File: config.mk
export PLATFORM = sky130hd
export DESIGN_NAME = deserializer
export DESIGN_NICKNAME = d
export VERILOG_FILES = /design/src/rtl/deserializer_pkg.sv /design/src/rtl/deserializer.sv
export SDC_FILE = /design/constraint.sdc
export NUM_CORES = 1
export LEC_CHECK = 0
export CAP_MARGIN = 10
export CORE_UTILIZATION = 35
export CTS_CLUSTER_DIAMETER = 120
export CTS_CLUSTER_SIZE = 24
export DETAILED_ROUTE_END_ITERATION = 8
export MAX_ROUTING_LAYER = met4
export SKIP_LAST_GASP = 1
export SLEW_MARGIN = 20
export SYNTH_ARGS = -nofsm -noshare
export SYNTH_HDL_FRONTEND = slang
export SYNTH_SLANG_ARGS = --single-unit
File: constraint.sdc
create_clock -name clk_10KHz -period 1.55 [get_ports clk_10KHz]
set_input_delay 0.2325 -clock clk_10KHz [delete_from_list [all_inputs] [get_ports clk_10KHz]]
set_output_delay 0.2325 -clock clk_10KHz [all_outputs]
set_load 0.1 [all_outputs]
File: src/rtl/deserializer_pkg.sv
// Shared definitions for the serial front end, the byte queue and the serializer.
package deserializer_pkg;

  // Default word width. The queue data width must match it.
  localparam int WORD_W = 8;

  // Deserializer control states.
  typedef enum logic [1:0] {
    COLLECT  = 2'd0,
    OFFER    = 2'd1,
    WAIT_ACK = 2'd2
  } deser_state_t;

endpackage

File: src/rtl/deserializer.sv
// Serial-to-parallel front end. Assembles WIDTH bits MSB first, offers the word
// to the queue with a one-cycle enqueue strobe, then waits for a consumer ack.
module deserializer
  import deserializer_pkg::*;
#(
  parameter int WIDTH = WORD_W
) (
  input  logic             clk_10KHz,
  input  logic             reset,
  input  logic             data_in,
  input  logic             write_in,
  input  logic             queue_full_in,
  input  logic             ack_in,
  output logic [WIDTH-1:0] data_out,
  output logic             data_ready_out,
  output logic             status_out
);

  // The count must be able to hold WIDTH itself, so it gets one extra bit.
  localparam int CW = $clog2(WIDTH) + 1;
  localparam logic [CW-1:0] LAST = CW'(WIDTH - 1);

  deser_state_t     state, state_nxt;
  logic [CW-1:0]    count;
  logic [WIDTH-1:0] shift_reg;
  logic [WIDTH-1:0] shifted;
  logic             bit_take;
  logic             word_done;

  assign shifted    = {shift_reg[WIDTH-2:0], data_in};
  assign bit_take   = (state == COLLECT) && write_in;
  assign word_done  = bit_take && (count == LAST);
  assign status_out = (state == COLLECT);

  // Next-state logic: collect -> offer (held off by backpressure) -> wait for ack.
  always_comb begin
    state_nxt = state;
    case (state)
      COLLECT:  if (word_done)      state_nxt = OFFER;
      OFFER:    if (!queue_full_in) state_nxt = WAIT_ACK;
      WAIT_ACK: if (ack_in)         state_nxt = COLLECT;
      default:                      state_nxt = COLLECT;
    endcase
  end

  // State register.
  always_ff @(posedge clk_10KHz or negedge reset) begin
    if (!reset) state <= COLLECT;
    else        state <= state_nxt;
  end

  // Datapath: shift bits in, publish the finished word, and pulse the enqueue
  // strobe on the single edge that leaves OFFER.
  always_ff @(posedge clk_10KHz or negedge reset) begin
    if (!reset) begin
      count          <= '0;
      shift_reg      <= '0;
      data_out       <= '0;
      data_ready_out <= 1'b0;
    end else begin
      data_ready_out <= 1'b0;
      if (word_done) begin
        data_out  <= shifted;
        shift_reg <= '0;
        count     <= '0;
      end else if (bit_take) begin
        shift_reg <= shifted;
        count     <= count + 1'b1;
      end
      if (state == OFFER && !queue_full_in) data_ready_out <= 1'b1;
    end
  end

endmodule

Yosys cells after proc, flatten, opt, wreduce, memory -nomap -nowiden. Index checks and enable logic that the tools add are counted. W data, S select, Z words.

Reductions and logical operators: 7. Order comparisons: 0. Shift-type cells: 0. Add/subtract/negate cells: 1. Multiply operators: 0. Div/mod/pow operators: 0. Eq/ne operators: 6. Mux-type cells: 9. Bitwise logic cells: 0.

Operators by type and width (count): $mux W7 (2); $mux W4 (2); $mux W2 (3); $pmux W2 S3 (1); $add A4 B1 Y4 const B (1); $eq A4 B3 Y1 const B (1); $ne A2 B2 Y1 const B (2); $logic_and A1 B1 Y1 (3); $reduce_and A3 Y1 (1); $eq A2 B1 Y1 const B (1); $eq A2 B2 Y1 const B (1); $logic_not A2 Y1 (1); $ne A2 B1 Y1 const B (1); $reduce_bool A2 Y1 (1); $logic_not A1 Y1 (1); $mux W1 (1).

Flip-flop bits (word level): 22. Memory bits (writable): 0. Bits in latches: 0. Memory bits (read-only): 0. Output and inout bits: 10. Memories kept: 0.

Logic depth before layout (Yosys ltp).
Depth in word-level cells: 5. Depth in mapped cells: 5. Mapped depth without buffers: 4.

Worst setup path after synthesis. OpenSTA, ideal clock, no wires.

Path kind: register to output. From: register state[0]. To: output status_out. Arrival: 1.679 ns. Required time: 1.317 ns. Stages on the path, launching flop included: 2. Path slack: -0.361 ns. Buffers on the path: 0. Cell sequence: dfrtp_1 -> nor2_1.

Cells in the longest elaborated chain, start to end: 1.

Ends and longest elaborated chain: start: declaration (RTL line deserializer.sv:23) `deser_state_t state, state_nxt;`; start signal: assignment (RTL line deserializer.sv:49) `else state <= state_nxt;`; $logic_not A2 Y1 (RTL line deserializer.sv:33) `assign status_out = (state == COLLECT);`; end: declaration (RTL line deserializer.sv:16) `output logic status_out`.

Every way passes these cells.

Worst setup path after layout.
From: register state[1]. To: register data_out[1].

Cells in the longest elaborated chain, start to end: 3.

Ends and longest elaborated chain: $logic_not A2 Y1 (RTL line deserializer.sv:31) `assign bit_take = (state == COLLECT) && write_in;`; $logic_and A1 B1 Y1 (RTL line deserializer.sv:31); $logic_and A1 B1 Y1 (RTL line deserializer.sv:32) `assign word_done = bit_take && (count == LAST);`; end signal: assignment (RTL line deserializer.sv:63) `data_out <= shifted;`; end: declaration (RTL line deserializer.sv:14) `output logic [WIDTH-1:0] data_out,`.

Every way passes these cells. A chain may end at the register's enable or synchronous reset.

==> metrics <==
Worst Path Required 1.76 ns; Final TNS setup 0 ns; final wirelength 1470 microns; reg2reg path depth 4; top post-synthesis cells by area dfrtp_1 64%, mux2_2 12%, a22o_1 7.1%; Yosys top cell area share 0.640; final instance area 0.00127 sq mm; Core ar. 0.00225 sq mm; most frequent cells after synthesis 22 x dfrtp_1, 9 x mux2_2, 7 x a22o_1, 5 x nand2_1, 3 x nor3b_1; cell taking the most area after synthesis dfrtp_1; Hold Vio Cnt, Final 0; routed vias/inst 4.84; Worst-Skew Late Latency 0.31 ns; gpl congestion between 0.7 and 0.8; Worst Clk Skew 0.00367 ns; CP Max Fanout 8; Worst Path Arrival approximately 1.7 ns; number of diodes 0; Die Ht 51.6 microns; largest net degree at the start of global routing 23; Slew Limit Headroom 0.815; CP endpoint data_out[1]$_DFFE_PN0P_; num rows 17; Mapped Area 861 sq um; critical setup path kind register to register; RSZ-0062 raised after global routing true; CTS tree built; initial antenna violation count 0; count leader, synth dfrtp_1; Post-Place Setup Slack -0.352 ns; worst min path class primary input to async pin; EDFF count, synth 0; initial DRC count 5; Synth Area in Adders 0.0145; worst slew pin tran about 0.28 ns; Cell Area, Placed 0.00120 sq mm; post-DP HPWL 1060 microns; Tmin final 1.53 ns; clock tree buffer depth 2; IO buf count 15; worst flop-to-flop path startpoint state[1]$_DFFE_PN0P_; total CTS buffers 3; clk sink count 22; Final Max Slew Viols 0; Post-Syn Nets 68; critical path endpoint category register; status finished, final reports clean; worst setup path start state[1]$_DFFE_PN0P_; Async S/R FF share, synth 1.00; Mean Syn Cell Area 14.1 sq um; vias in the first global route 590; compound-cell area share of the yosys netlist 0.0828; Remaining Overflow, GRT 0; Final setup viols 0; dominant synthesized flop cell dfrtp_1; GRT Resource Usage Total 0.142; register area share after synthesis 0.640; synth unique cells 18; wire per inst 12.8 microns; post-synthesis mux area share 0.118; I/O Pins 16; die footprint about 0.0027 sq mm; CTS H-tree depth 1; global-route wire length before repair 2560 microns; remaining antenna violation count 0; CP startpoint kind register; Yosys warning count 0; fraction of layout cells with a size suffix above 1 0.414; max cap viols 0; maximum clock rate around 0.65 GHz; CTS clk-pin slew, worst paths between 0.1 and 0.15 ns; fin worst setup slack 0.0162 ns; Synth Area in XOR/XNOR 0.0102; Tcrit/Tclk final 0.990; largest family of logic cells by synthesized area simple AND/OR/NAND/NOR gates; DRT Pass-1 Iters 4; Die Wd 51.6 microns; Syn Inst Count 61; Layout area overhead 47.2%; Largest register FFs 8; R2R Path End data_out[1]$_DFFE_PN0P_; #FFs+latches synth 22; CTS Root Cell clkbuf_4; Post-Synth Simple-Gate Area 0.125; initial cell density of the core 0.382; nets 95; via count 557; R2R Setup Slk 0.02 ns; drt drc 0
-- how the worst min path moves through the flow --
| stage | start | to | slack, ns | cells after the start |
|---|---|---|---|---|
| finish | reset | data_out[3]$_DFFE_PN0P_ | 0.25 | 2 |
| global route | reset | data_out[3]$_DFFE_PN0P_ | 0.25 | 2 |
| CTS | reset | data_out[3]$_DFFE_PN0P_ | 0.25 | 2 |
| detailed placement | shift_reg[6]$_DFFE_PN0P_ | shift_reg[6]$_DFFE_PN0P_ | 0.49 | 1 |
| global placement | shift_reg[6]$_DFFE_PN0P_ | shift_reg[6]$_DFFE_PN0P_ | 0.49 | 1 |
| floorplan | reset | count[0]$_DFFE_PN0P_ | -0.06 | 0 |
-- timing repair --
action	in CTS	in global routing
hold buffers	0	0
resized for setup	1	2
hold endpoints to repair	0	0
setup buffers	0	1
endpoints found under the setup margin	8	9
pin swaps	1	2
-- cell families after synthesis --
logic type | count (synthesis)
adders and majority gates | 1
muxes | 9
DFF | 22
AOI/OAI and AO/OA | 9
buffers and inverters | 2
and+or+nand+nor | 17
xor gates and xnor gates | 1
-- per-stage QoR --
step | hold WS (ns) | utilization | instances
2_1_floorplan | -0.0631 | - | 61
3_3_place_gp | 0.489 | 0.532 | 110
3_5_place_dp | 0.489 | 0.532 | 110
4_1_cts | 0.251 | 0.550 | 114
5_1_grt | 0.249 | 0.562 | 115
6_report | 0.251 | 0.562 | 115
-- per-layer routing --
metal	routed length, microns	global-route usage
met1	682	0.167
met2	702	0.216
met3	34	0.0263
met4	53	0.108
met5	0	-
-- final cells by class --
| type | count | area, sq um |
|---|---|---|
| multi-input cells | 37 | 315 |
| repair buffers | 24 | 330 |
| well taps | 28 | 35.0 |
| fillers | 205 | 987 |
| flip-flops and latches | 22 | 551 |
| clock buffers | 4 | 36.3 |
-- placed cells by master (no fill, tap or decap) --
| cell type | synthesis | routed |
|---|---|---|
| a22o_1 | 7 | 7 |
| and2_1 | 1 | 1 |
| buf_12 | 0 | 11 |
| buf_4 | 0 | 8 |
| clkbuf_4 | 0 | 3 |
| clkbuf_8 | 0 | 1 |
| clkdlybuf4s50_1 | 0 | 5 |
| dfrtp_1 | 22 | 22 |
| ha_1 | 1 | 1 |
| mux2_2 | 9 | 6 |
| mux2_4 | 0 | 3 |
| nand2_1 | 5 | 5 |
| nand3_1 | 1 | 1 |
| nand3b_1 | 2 | 2 |
| nor2_2 | 0 | 1 |
| nor2_4 | 1 | 1 |
| nor3b_1 | 3 | 3 |
| o21ai_0 | 2 | 2 |
| or2_2 | 1 | 1 |
| or3b_4 | 1 | 1 |
| or4_1 | 1 | 1 |
| xnor2_1 | 1 | 1 |
-- critical path, stage by stage (launching register included) --
cell	delay [ns]
dfrtp_1	0.40
or3b_4	0.43
nor2_4	0.14
buf_12	0.13
mux2_2	0.33
Power is not shown: default switching activity piles up to over one toggle a cycle in this logic, so the estimate is an artifact.
